### src/rtl/vc_iter_muldiv.sv
// Iterative radix-2 multiply / restoring divide unit with val/rdy handshakes and a latched domain label.
// Optional signed operation (in_signed port) is enabled by defining VC_MULDIV_SIGNED_EN.
module vc_iter_muldiv #(
    parameter int unsigned p_nbits = 32
) (
    input  logic                   clk,
    input  logic                   reset,
    input  logic                   domain,
    input  logic                   in_val,
    output logic                   in_rdy,
    input  logic                   in_fn,
    input  logic [p_nbits-1:0]     in0,
    input  logic [p_nbits-1:0]     in1,
`ifdef VC_MULDIV_SIGNED_EN
    input  logic                   in_signed,
`endif
    output logic                   out_val,
    input  logic                   out_rdy,
    output logic                   out_domain,
    output logic [2*p_nbits-1:0]   out
);

    localparam int unsigned N  = p_nbits;
    localparam int unsigned W2 = 2 * p_nbits;
    localparam int unsigned CW = $clog2(p_nbits) + 1;

    localparam logic [1:0] S_IDLE = 2'd0;
    localparam logic [1:0] S_CALC = 2'd1;
    localparam logic [1:0] S_DONE = 2'd2;

    logic [1:0]    state_q, state_d;
    logic [CW-1:0] cnt_q, cnt_d;
    logic [N:0]    rem_q, rem_d;   // div: partial remainder; mul: upper product half
    logic [N-1:0]  lo_q, lo_d;     // div: dividend/quotient; mul: multiplier/lower half
    logic [N-1:0]  b_q, b_d;
    logic          fn_q, fn_d;
    logic          dom_q, dom_d;
    logic [W2-1:0] out_q, out_d;
    logic          in_rdy_q, in_rdy_d;
    logic          out_val_q, out_val_d;
`ifdef VC_MULDIV_SIGNED_EN
    logic          neg_q, neg_d;
    logic          rneg_q, rneg_d;
    logic          a_neg, b_neg;
    logic [N-1:0]  quo_s, rem_s;
`endif

    logic [N-1:0]  a_mag, b_mag;
    logic [N:0]    mul_sum;
    logic [N:0]    div_trial;
    logic [N+1:0]  div_sub;
    logic [N:0]    step_rem;
    logic [N-1:0]  step_lo;
    logic [W2-1:0] res;

    // Next-state, datapath step and result formatting
    always_comb begin
        state_d   = state_q;
        cnt_d     = cnt_q;
        rem_d     = rem_q;
        lo_d      = lo_q;
        b_d       = b_q;
        fn_d      = fn_q;
        dom_d     = dom_q;
        out_d     = out_q;
`ifdef VC_MULDIV_SIGNED_EN
        neg_d     = neg_q;
        rneg_d    = rneg_q;
        a_neg     = in_signed & in0[N-1];
        b_neg     = in_signed & in1[N-1];
        a_mag     = a_neg ? N'(-in0) : in0;
        b_mag     = b_neg ? N'(-in1) : in1;
        quo_s     = '0;
        rem_s     = '0;
`else
        a_mag     = in0;
        b_mag     = in1;
`endif

        // One shift-add (mul) or restoring shift-subtract (div) step
        mul_sum   = {1'b0, rem_q[N-1:0]} + ({1'b0, b_q} & {(N+1){lo_q[0]}});
        div_trial = {rem_q[N-1:0], lo_q[N-1]};
        div_sub   = {1'b0, div_trial} - {2'b00, b_q};
        if (fn_q) begin
            if (!div_sub[N+1]) begin
                step_rem = div_sub[N:0];
                step_lo  = {lo_q[N-2:0], 1'b1};
            end else begin
                step_rem = div_trial;
                step_lo  = {lo_q[N-2:0], 1'b0};
            end
        end else begin
            step_rem = {1'b0, mul_sum[N:1]};
            step_lo  = {mul_sum[0], lo_q[N-1:1]};
        end

        res = {step_rem[N-1:0], step_lo};
`ifdef VC_MULDIV_SIGNED_EN
        if (fn_q) begin
            quo_s = neg_q  ? N'(-step_lo) : step_lo;
            rem_s = rneg_q ? N'(-step_rem[N-1:0]) : step_rem[N-1:0];
            res   = {rem_s, quo_s};
        end else if (neg_q) begin
            res   = W2'(-res);
        end
`endif

        case (state_q)
            S_IDLE: begin
                if (in_val) begin
                    state_d = S_CALC;
                    cnt_d   = '0;
                    rem_d   = '0;
                    lo_d    = a_mag;
                    b_d     = b_mag;
                    fn_d    = in_fn;
                    dom_d   = domain;
`ifdef VC_MULDIV_SIGNED_EN
                    // Div-by-zero keeps the all-ones quotient unsigned; rem sign restores in0
                    neg_d   = (a_neg ^ b_neg) & ~(in_fn & (in1 == '0));
                    rneg_d  = a_neg & in_fn;
`endif
                end
            end
            S_CALC: begin
                rem_d = step_rem;
                lo_d  = step_lo;
                cnt_d = cnt_q + CW'(1);
                if (cnt_q == CW'(N - 1)) begin
                    state_d = S_DONE;
                    out_d   = res;
                end
            end
            S_DONE: begin
                if (out_rdy) begin
                    state_d = S_IDLE;
                end
            end
            default: state_d = S_IDLE;
        endcase

        in_rdy_d  = (state_d == S_IDLE);
        out_val_d = (state_d == S_DONE);
    end

    always_ff @(posedge clk) begin
        if (!reset) begin
            state_q   <= S_IDLE;
            cnt_q     <= '0;
            rem_q     <= '0;
            lo_q      <= '0;
            b_q       <= '0;
            fn_q      <= 1'b0;
            dom_q     <= 1'b0;
            out_q     <= '0;
            in_rdy_q  <= 1'b1;
            out_val_q <= 1'b0;
`ifdef VC_MULDIV_SIGNED_EN
            neg_q     <= 1'b0;
            rneg_q    <= 1'b0;
`endif
        end else begin
            state_q   <= state_d;
            cnt_q     <= cnt_d;
            rem_q     <= rem_d;
            lo_q      <= lo_d;
            b_q       <= b_d;
            fn_q      <= fn_d;
            dom_q     <= dom_d;
            out_q     <= out_d;
            in_rdy_q  <= in_rdy_d;
            out_val_q <= out_val_d;
`ifdef VC_MULDIV_SIGNED_EN
            neg_q     <= neg_d;
            rneg_q    <= rneg_d;
`endif
        end
    end

    assign in_rdy     = in_rdy_q;
    assign out_val    = out_val_q;
    assign out_domain = dom_q;
    assign out        = out_q;

endmodule
### config.mk
export PLATFORM = sky130hd
export DESIGN_NAME = vc_iter_muldiv
export DESIGN_NICKNAME = d
export VERILOG_FILES = /design/src/rtl/vc_iter_muldiv.sv
export SDC_FILE = /design/constraint.sdc
export NUM_CORES = 1
export LEC_CHECK = 0
export ABC_AREA = 1
export CAP_MARGIN = 20
export CORE_ASPECT_RATIO = 0.75
export CORE_MARGIN = 2
export CORE_UTILIZATION = 40
export DETAILED_ROUTE_END_ITERATION = 10
export PLACE_DENSITY = 0.71
export SLEW_MARGIN = 10
export SYNTH_ARGS = -nofsm -noshare
export SYNTH_HDL_FRONTEND = slang
export SYNTH_SLANG_ARGS = --single-unit
### constraint.sdc
create_clock -name clk -period 3.44 [get_ports clk]
set_clock_uncertainty 0.2 [all_clocks]
set_input_delay 1.032 -clock clk [delete_from_list [all_inputs] [get_ports clk]]
set_output_delay 1.032 -clock clk [all_outputs]
set_load 0.02 [all_outputs]
==> metrics.csv <==
metric;value;unit
crit_path_end_kind;register;
yosys-top-cells-area;dfxtp_1 27%, nand2_1 18%, inv_1 8.9%;
synth_warnings;0;
ios;137;
hold_buffers;0;
run_status;finished clean;
grt_pass1_wl;68.3;mm
first_pass_iters;6;
synth_compound_area_share;18.6;%
wl;43.9;mm
start_kind;register;
cp.arrival;3.23;ns
grt_pass1_vias;12257;
syn_area_per_cell;6.14;um^2
holdPathStages;2;
timing_hold_violations_final;0;
grt_overflow;0;
hold_path.startpoint;out[24];
fin_setup_tns;0;ns
maxCapViolations;0;
postRouteAntennaNets;0;
synth-seq-area-share;27.2;%
grt_use_total;26.5;%
netlist_instances;2060;
h-tree-depth;4;
hpwl;33.2;mm
rsz0062_at_grt;no;
initial_core_util;40.6;%
clock_latency;0.47;ns
setup_violations;0;
synthAdderAreaFrac;6.75;%
antenna_found_initial;0;
rrSetupSlack;0.41;ns
slew_headroom;32.5;%
wl_per_cell;17.1;um
place_congestion;1.04;
synth_enable_flop_cells;0;
yosys-top-cells-count;622 x nand2_1, 300 x inv_1, 193 x a21oi_1;
num_vias;13592;
fin_nets;2289;
cp_max_fo;34;
fmax;330;MHz
die_area;33100;um^2
synth-simple-area-share;33.4;%
yosysTopAreaCellShare;27.2;%
cts_tree;done;
ys.flop_type;dfxtp_1;
power.leakage;7.17;nW
drt_iter0_drc;1438;
core_area;31200;um^2
dpl-instance-area;14400;um^2
rows;56;
synthXorXnorAreaFrac;1.52;%
synth_nets;2197;
clock_sinks;172;
timing.final.crit_share;88.0;%
drc;0;
synth.most_common_cell;nand2_1;
cts_made_buffers;17;
async_reset_ff_share;0;%
syn_area;12600;um^2
clk_pin_slew;0.07;ns
ys_types;50;
grt_max_degree;99;
via_per_inst;5.29;
hold_class;register to register;
powerDensity;374;nW/um^2
cts.root.buffer_cell;clkbuf_16;
fin_area;15000;um^2
reg2reg_to;out[53];
ir_worst_vdd;369;uV
io_buffers;136;
crit_required;3.64;ns
tightestPinTransition;1.01;ns
min_to;out[24];
report.final.slew_viol_count;0;
drive_gt1_share;6.00;%
fill_cells;3236;
clk_path_buf_depth;2;
n_antenna_cell;0;
cts_setup_buffers;0;
die_x;209;um
synth_top_family_by_area;simple AND/OR/NAND/NOR gates;
reg2reg_from;lo_q[0];
r2r_cells;16;
critPathKind;register to register;
muxShareOfSynthArea;0;%
ys_ff_latch;172;
synth_top_cell_by_area;dfxtp_1;
layout-area-overhead-vs-synth;18.4;%
die_y;158;um
cts-resized-gates;0;
fin_crit;3.03;ns
[cell type report]
cell class	count	area [um^2]	area share, %
sequential	172	3440	23.0
clock inverter	12	130	0.869
timing repair buffer	159	1600	10.7
multi-input combinational	1489	7650	51.1
tap	406	508	3.39
inverter	313	1180	7.86
clock buffer	20	467	3.12
[where the power goes]
part	total [mW]	switching, mW	internal, mW
Sequential	2.15	0.0691	2.08
Combinational	1.44	0.962	0.481
Clock	2.01	0.930	1.08
[metal layers]
| layer | wire [um] | up-vias | share of wire (%) | global-route usage [%] |
|---|---|---|---|---|
| met5 | 0 | - | 0 | 0 |
| met2 | 18300 | 538 | 42 | 39.6 |
| met1 | 21100 | 6222 | 48 | 38.7 |
| li1 | - | 6779 | - | - |
| met4 | 710 | 0 | 1.6 | 6.36 |
| met3 | 3800 | 53 | 8.6 | 5.44 |
[worst max path at each step]
stage | from | to | cells after the start
after global routing | lo_q[0] | out[53] | 16
after floorplan | lo_q[0] | out[59] | 17
after global placement | in_val | lo_q[29] | 7
after CTS | lo_q[0] | out[53] | 16
final | lo_q[0] | out[53] | 16
after detailed placement | in_val | lo_q[26] | 7
[through the flow]
step           util, %  total power [mW]  hold slack [ns]  instances  setup slack, ns
2_1_floorplan        -              3.15            0.248       2060            0.856
3_3_place_gp      46.0              3.58            0.251       2538            0.526
3_5_place_dp      46.1              3.61            0.255       2539            0.473
4_1_cts           48.0              5.60            0.266       2571            0.521
5_1_grt           48.0              5.86            0.280       2571            0.266
6_report          48.0              5.60            0.264       2571            0.411
[flip-flops by register name, summed over array words and instances, names as in the netlist]
name and cells:
lo_q 32, rem_q 32, out_val 1, in_rdy 1, cnt_q 6, out_domain 1
b_q 32, state_q 2, fn_q 1, out 64
[layout by cell type, fill, tap and decap left out, types with 7 or more instances in the layout]
master | Yosys | layout
a21oi_1 | 193 | 193
a21oi_2 | 7 | 7
a221oi_1 | 17 | 17
buf_4 | 5 | 18
clkbuf_16 | 0 | 17
clkdlybuf4s50_1 | 0 | 135
dfxtp_1 | 172 | 171
ha_1 | 65 | 65
inv_1 | 300 | 299
inv_2 | 10 | 11
nand2_1 | 622 | 622
nand2_2 | 17 | 17
nand3_1 | 140 | 139
nand3_2 | 12 | 12
nand3b_1 | 9 | 9
nand4_1 | 17 | 17
nor2_1 | 101 | 100
nor3_1 | 12 | 12
o21a_1 | 14 | 14
o21ai_0 | 152 | 152
o21bai_1 | 26 | 26
or2_0 | 12 | 12
or2_2 | 8 | 8
xor2_1 | 16 | 16
[logic make-up (layout without fill, tap and decap cells)]
| logic type | Yosys count | in the layout |
|---|---|---|
| buffers and inverters | 399 | 504 |
| AO/OA/AOI/OAI | 424 | 424 |
| flip-flops | 172 | 172 |
| XOR/XNOR | 22 | 22 |
| adder cells (fa/ha/maj) | 67 | 67 |
| AND/OR/NAND/NOR | 976 | 976 |
[worst max-delay path, stage by stage, from the launching register on]
cell     delay (ns)
dfxtp_1        0.33
buf_12         0.18
nand2_1        0.08
inv_1          0.04
ha_1           0.40
nand2_1        0.15
nor2_1         0.17
inv_1          0.08
nor2_1         0.32
nand3_1        0.25
nand3_1        0.14
nand2_1        0.06
nand3_1        0.09
nand2_1        0.06
inv_1          0.12
nand3_2        0.15
a21oi_2        0.14
(Power assumes the default switching activity.)
